## src/rtl/key_event_unit.sv

```systemverilog
// Four-lane button front end: synchronize, debounce, track hold time and
// queue press/release events with chart timestamps in a 4-entry FIFO.
module key_event_unit #(
  parameter logic [15:0] DB_CYCLES = 16'd20000
) (
  input  logic        clk,
  input  logic        rst,
  input  logic        key0,
  input  logic        key1,
  input  logic        key2,
  input  logic        key3,
  input  logic [15:0] timecnt,
  output logic [3:0]  key_state,
  output logic [63:0] hold_cnt,
  output logic        evt_valid,
  input  logic        evt_ready,
  output logic [1:0]  evt_key,
  output logic        evt_type,
  output logic [15:0] evt_time,
  output logic        overflow
);

  localparam int unsigned NK    = 4;
  localparam int unsigned CW    = 16;
  localparam int unsigned DEPTH = 4;
  localparam int unsigned PW    = 2;
  localparam int unsigned OW    = 3;

  typedef struct packed {
    logic [1:0]  key;
    logic        kind;
    logic [15:0] tstamp;
  } evt_t;

  logic [NK-1:0]         sync1_q, sync1_d, sync2_q, sync2_d;
  logic [NK-1:0]         ks_q, ks_d, tgl;
  logic [NK-1:0][CW-1:0] cnt_q, cnt_d, hold_q, hold_d;
  evt_t [DEPTH-1:0]      mem_q, mem_d;
  logic [PW-1:0]         wptr_q, wptr_d, rptr_q, rptr_d;
  logic [OW-1:0]         occ_q, occ_d, free_slots, n_wr;
  logic                  ovf_q, ovf_d, pop;
  evt_t                  head;

  always_ff @(posedge clk or negedge rst) begin
    if (!rst) begin
      sync1_q <= '0;
      sync2_q <= '0;
      ks_q    <= '0;
      cnt_q   <= '0;
      hold_q  <= '0;
      mem_q   <= '0;
      wptr_q  <= '0;
      rptr_q  <= '0;
      occ_q   <= '0;
      ovf_q   <= 1'b0;
    end else begin
      sync1_q <= sync1_d;
      sync2_q <= sync2_d;
      ks_q    <= ks_d;
      cnt_q   <= cnt_d;
      hold_q  <= hold_d;
      mem_q   <= mem_d;
      wptr_q  <= wptr_d;
      rptr_q  <= rptr_d;
      occ_q   <= occ_d;
      ovf_q   <= ovf_d;
    end
  end

  always_comb begin
    sync1_d = {key3, key2, key1, key0};
    sync2_d = sync1_q;
  end

  // Debounce qualification and hold-duration tracking per lane
  always_comb begin
    ks_d   = ks_q;
    cnt_d  = cnt_q;
    hold_d = hold_q;
    tgl    = '0;
    for (int i = 0; i < NK; i++) begin
      if (sync2_q[i] == ks_q[i]) begin
        cnt_d[i] = '0;
      end else if (cnt_q[i] == DB_CYCLES - 16'd1) begin
        cnt_d[i] = '0;
        ks_d[i]  = ~ks_q[i];
        tgl[i]   = 1'b1;
      end else begin
        cnt_d[i] = cnt_q[i] + 16'd1;
      end
      if (tgl[i] && !ks_q[i]) begin
        hold_d[i] = '0;
      end else if (ks_q[i] && hold_q[i] != 16'hFFFF) begin
        hold_d[i] = hold_q[i] + 16'd1;
      end
    end
  end

  // Event FIFO: lanes enqueue in ascending order, surplus events are dropped
  always_comb begin
    mem_d      = mem_q;
    ovf_d      = ovf_q;
    pop        = (occ_q != 3'd0) && evt_ready;
    free_slots = OW'(3'd4 - occ_q) + {2'b00, pop};
    n_wr       = '0;
    for (int i = 0; i < NK; i++) begin
      if (tgl[i]) begin
        if (n_wr < free_slots) begin
          mem_d[wptr_q + PW'(n_wr)] = '{key: PW'(i), kind: ~ks_q[i], tstamp: timecnt};
          n_wr = n_wr + 3'd1;
        end else begin
          ovf_d = 1'b1;
        end
      end
    end
    wptr_d = wptr_q + PW'(n_wr);
    rptr_d = rptr_q + {1'b0, pop};
    occ_d  = occ_q - {2'b00, pop} + n_wr;
  end

  always_comb begin
    head      = mem_q[rptr_q];
    key_state = ks_q;
    hold_cnt  = hold_q;
    evt_valid = (occ_q != 3'd0);
    evt_key   = head.key;
    evt_type  = head.kind;
    evt_time  = head.tstamp;
    overflow  = ovf_q;
  end

endmodule
```

## config.mk

```make
export PLATFORM = sky130hd
export DESIGN_NAME = key_event_unit
export DESIGN_NICKNAME = d
export VERILOG_FILES = /design/src/rtl/key_event_unit.sv
export SDC_FILE = /design/constraint.sdc
export NUM_CORES = 1
export LEC_CHECK = 0
export ABC_AREA = 1
export CAP_MARGIN = 40
export CORE_ASPECT_RATIO = 0.5
export CORE_UTILIZATION = 51
export CTS_CLUSTER_DIAMETER = 30
export CTS_CLUSTER_SIZE = 28
export DETAILED_ROUTE_END_ITERATION = 10
export GPL_TIMING_DRIVEN = 0
export MAX_ROUTING_LAYER = met4
export PLACE_DENSITY = 0.77
export SLEW_MARGIN = 20
export SYNTH_ARGS = -nofsm -noshare
export SYNTH_HDL_FRONTEND = slang
export SYNTH_SLANG_ARGS = --single-unit
```

## constraint.sdc

```tcl
create_clock -name clk -period 4.9 [get_ports clk]
set_input_delay 0.49 -clock clk [delete_from_list [all_inputs] [get_ports clk]]
set_output_delay 0.49 -clock clk [all_outputs]
set_load 0.02 [all_outputs]
```

==> metrics.txt <==
outcome finished, final reports clean; Slowest cell on crit path fa_1; worst setup path startpoint occ_q[0]; Avg Cell Area, Syn 7.949 um^2; synth top area cells dfrtp_1, nand2_1, inv_1, nor2_1, o21ai_0; number of flops mapped to enable cells by yosys 0; largest net degree at the start of global routing 94; r2r setup slk 0.47 ns; Net Switching 1.823 mW; CP Max Fanout 6; Rel. slew slack 0.5054; initial antenna violation count 0; Die ar. 24280 um^2; RR Endpoint occ_q[2]; critical setup path kind reg -> reg; Post-synth top cells nand2_1, dfrtp_1, inv_1, nor2_1, o21ai_0; number of global-route vias before repair 10660; Initial Util 0.5243; critical path's largest stage delay 0.44 ns; max_cap viols 0; htree depth 2; Clk pin slew, worst setup/hold paths 0.06 ns; LEAKAGE 6.954 nW; CP arrival 4.86 ns; Gate Count Post-Synth 1516; Startpoint Class flop; post-DP HPWL 21740 um; clock tree buffer depth 3; gpl congestion 0.9357; CTS tree done; Hold Vio Cnt, Final 0; Post-Route WL 31160 um; clock share of power 0.450; Yosys top cell area share 0.4652; ANT nets after route 0; Setup crit end occ_q[2]; Final Max Slew Viols 0; RSZ-0062 raised after global routing no; Setup crit end kind flop; antenna fix cells 0; Layout area overhead 23.46%; power share of the sequential group 0.331; DRT iter0 DRCs 1030; first-pass GRT wire length 51640 um; Final Cycle Share 0.9049; worst slew pin tran 0.7406 ns; I/O Buffers 111; die height 110.7 um; Root Buffer Master clkbuf_16; DRT Pass-1 Iters 6; reg-to-reg startpoint occ_q[0]; FILL cells 1802; Most common cell on crit path nand2_1; vias per cell 5.534; reg2reg path depth 26; Synth Warn # 0; Yosys reg bits 224; gr ovfl total 0; total clock buffers created by CTS 35; # rows 39; Final Power 5.836 mW; Vias 11080; worst hold path type reg -> reg; Die X 219.4 um; clk_lat worst skew 0.52 ns; internal power 4.013 mW; layout cells sized above 1 0.08083; Comb power frac 0.219; cell with the most instances after synthesis nand2_1; Primary FF master, synth dfrtp_1; I/O pin count 112; Core Area 22980 um^2; Tot GR Track Use 0.2696; Syn Nets 1559; mapped cell area 12050 um^2; Worst VDD drop 0.4717 mV; Sink Count 224; ys async rst share 1.000; DRC 0; Final setup viols 0; Final TNS setup 0 ns; Required @ worst endpoint 5.33 ns; Nets 1711; post-synthesis sequential area ratio 0.4652; final setup skew 0.03486 ns; Distinct cells, synth 62; FMAX 0.2255 GHz; leading area contributor after synthesis dfrtp_1; DR WL/cell 15.56 um; Tmin final 4.434 ns; power per cell area 392.3 nW/um^2; sw frac 0.3124
## how the worst min path moves through the flow
stage               start          to  slack, ns  cells after the start
2_1_floorplan         rst    cnt_q[0]       0.19                      0
3_3_place_gp   sync1_q[2]  sync2_q[2]       0.34                      0
3_5_place_dp   sync1_q[3]  sync2_q[3]       0.33                      0
4_1_cts        sync1_q[3]  sync2_q[3]       0.35                      0
5_1_grt        sync1_q[2]  sync2_q[2]       0.35                      0
6_report       sync1_q[0]  sync2_q[0]       0.35                      0
## metal layers
| metal | routed length, um | GRT usage | vias up |
|---|---|---|---|
| met4 | 667 | 0.08519 | 0 |
| met2 | 14590 | 0.4227 | 413 |
| met1 | 13820 | 0.3598 | 5282 |
| met3 | 2082 | 0.04280 | 65 |
| met5 | 0 | - | - |
| li1 | - | - | 5320 |
## logic make-up after synthesis
group	Yosys count	share of synthesized area
compound gates	232	0.1077
xor+xnor	28	0.02409
fa+ha+maj	20	0.02139
buf+inv	256	0.08255
flops	224	0.4652
mux	1	0.0008307
other cells	1	0.0003112
simple gates	754	0.2980
## layout by cell type (no fill, tap or decap), types with 3 or more instances in the layout
cell type / instances
nor2_2: 9
nor2_1: 180
inv_1: 213
ha_1: 19
xor2_1: 15
a21oi_1: 83
xnor2_1: 10
clkbuf_1: 20
a31oi_1: 7
inv_6: 6
nor2_4: 5
and3_1: 4
nand2_2: 8
o22ai_1: 19
inv_2: 7
dfrtp_1: 224
nand3_2: 3
nand2_4: 4
nand3b_1: 29
nor4_1: 10
clkbuf_16: 36
clkinv_1: 4
clkinv_4: 5
nor3_1: 53
nand3_1: 80
a21oi_2: 3
nand2_1: 292
clkdlybuf4s50_1: 110
o21ai_1: 4
nor3b_1: 19
clkinvlp_4: 7
nand4_4: 3
bufinv_16: 5
nand4_1: 46
buf_2: 8
a211oi_1: 8
o21ai_0: 91
## power groups by stage
| stage | registers, mW | logic [mW] | clock network (mW) |
|---|---|---|---|
| 3_3_place_gp | 1.96 | 1.23 | 0 |
| 6_report | 1.93 | 1.28 | 2.63 |
| 5_1_grt | 1.94 | 1.37 | 2.75 |
| 2_1_floorplan | 1.95 | 0.764 | 0 |
| 4_1_cts | 1.93 | 1.27 | 2.66 |
| 3_5_place_dp | 1.96 | 1.26 | 0 |
## metrics by stage
| stage | instance area (um^2) | hold slack, ns | setup WS, ns | std cells | util |
|---|---|---|---|---|---|
| 2_1_floorplan | 12050 | 0.1944 | 0.8681 | 1516 | - |
| 3_3_place_gp | 13550 | 0.3357 | -6.106 | 1934 | 0.5894 |
| 3_5_place_dp | 13610 | 0.3347 | 0.08945 | 1937 | 0.5922 |
| 4_1_cts | 14880 | 0.3477 | 0.4553 | 2002 | 0.6473 |
| 5_1_grt | 14880 | 0.3506 | 0.1199 | 2002 | 0.6473 |
| 6_report | 14880 | 0.3476 | 0.4659 | 2002 | 0.6473 |
## cell type report
class / count / area [um^2] / share of cell area
multi-input combinational: 1036 / 5450 / 0.3664
tap: 307 / 384.1 / 0.02582
clock inverter: 27 / 341.6 / 0.02296
clock buffer: 37 / 914.6 / 0.06148
inverter: 225 / 847.1 / 0.05694
sequential: 224 / 5605 / 0.3768
timing repair buffer: 115 / 1186 / 0.07973
buffer: 31 / 147.6 / 0.009924
## critical path, delay by kind of cell (launching register included)
kind            cells  cell delay (ns)
flops               1             0.40
simple gates       13             1.59
compound gates      1             0.06
fa+ha+maj           5             1.45
buf+inv             4             0.33
xor+xnor            3             0.52
## flip-flops by register name, indices dropped and copies added (netlist names)
| name | count |
|---|---|
| sync2_q | 4 |
| rptr_q | 2 |
| overflow | 1 |
| wptr_q | 2 |
| hold_cnt | 64 |
| mem_q | 76 |
| occ_q | 3 |
| sync1_q | 4 |
| cnt_q | 64 |
| key_state | 4 |
## timing repair
item,4_1_cts,5_1_grt
buffers inserted,0,0
gates resized for setup,0,0
hold buffers,1,0
endpoints found under the hold margin,55,0
Power figures use the tool's default switching activity.
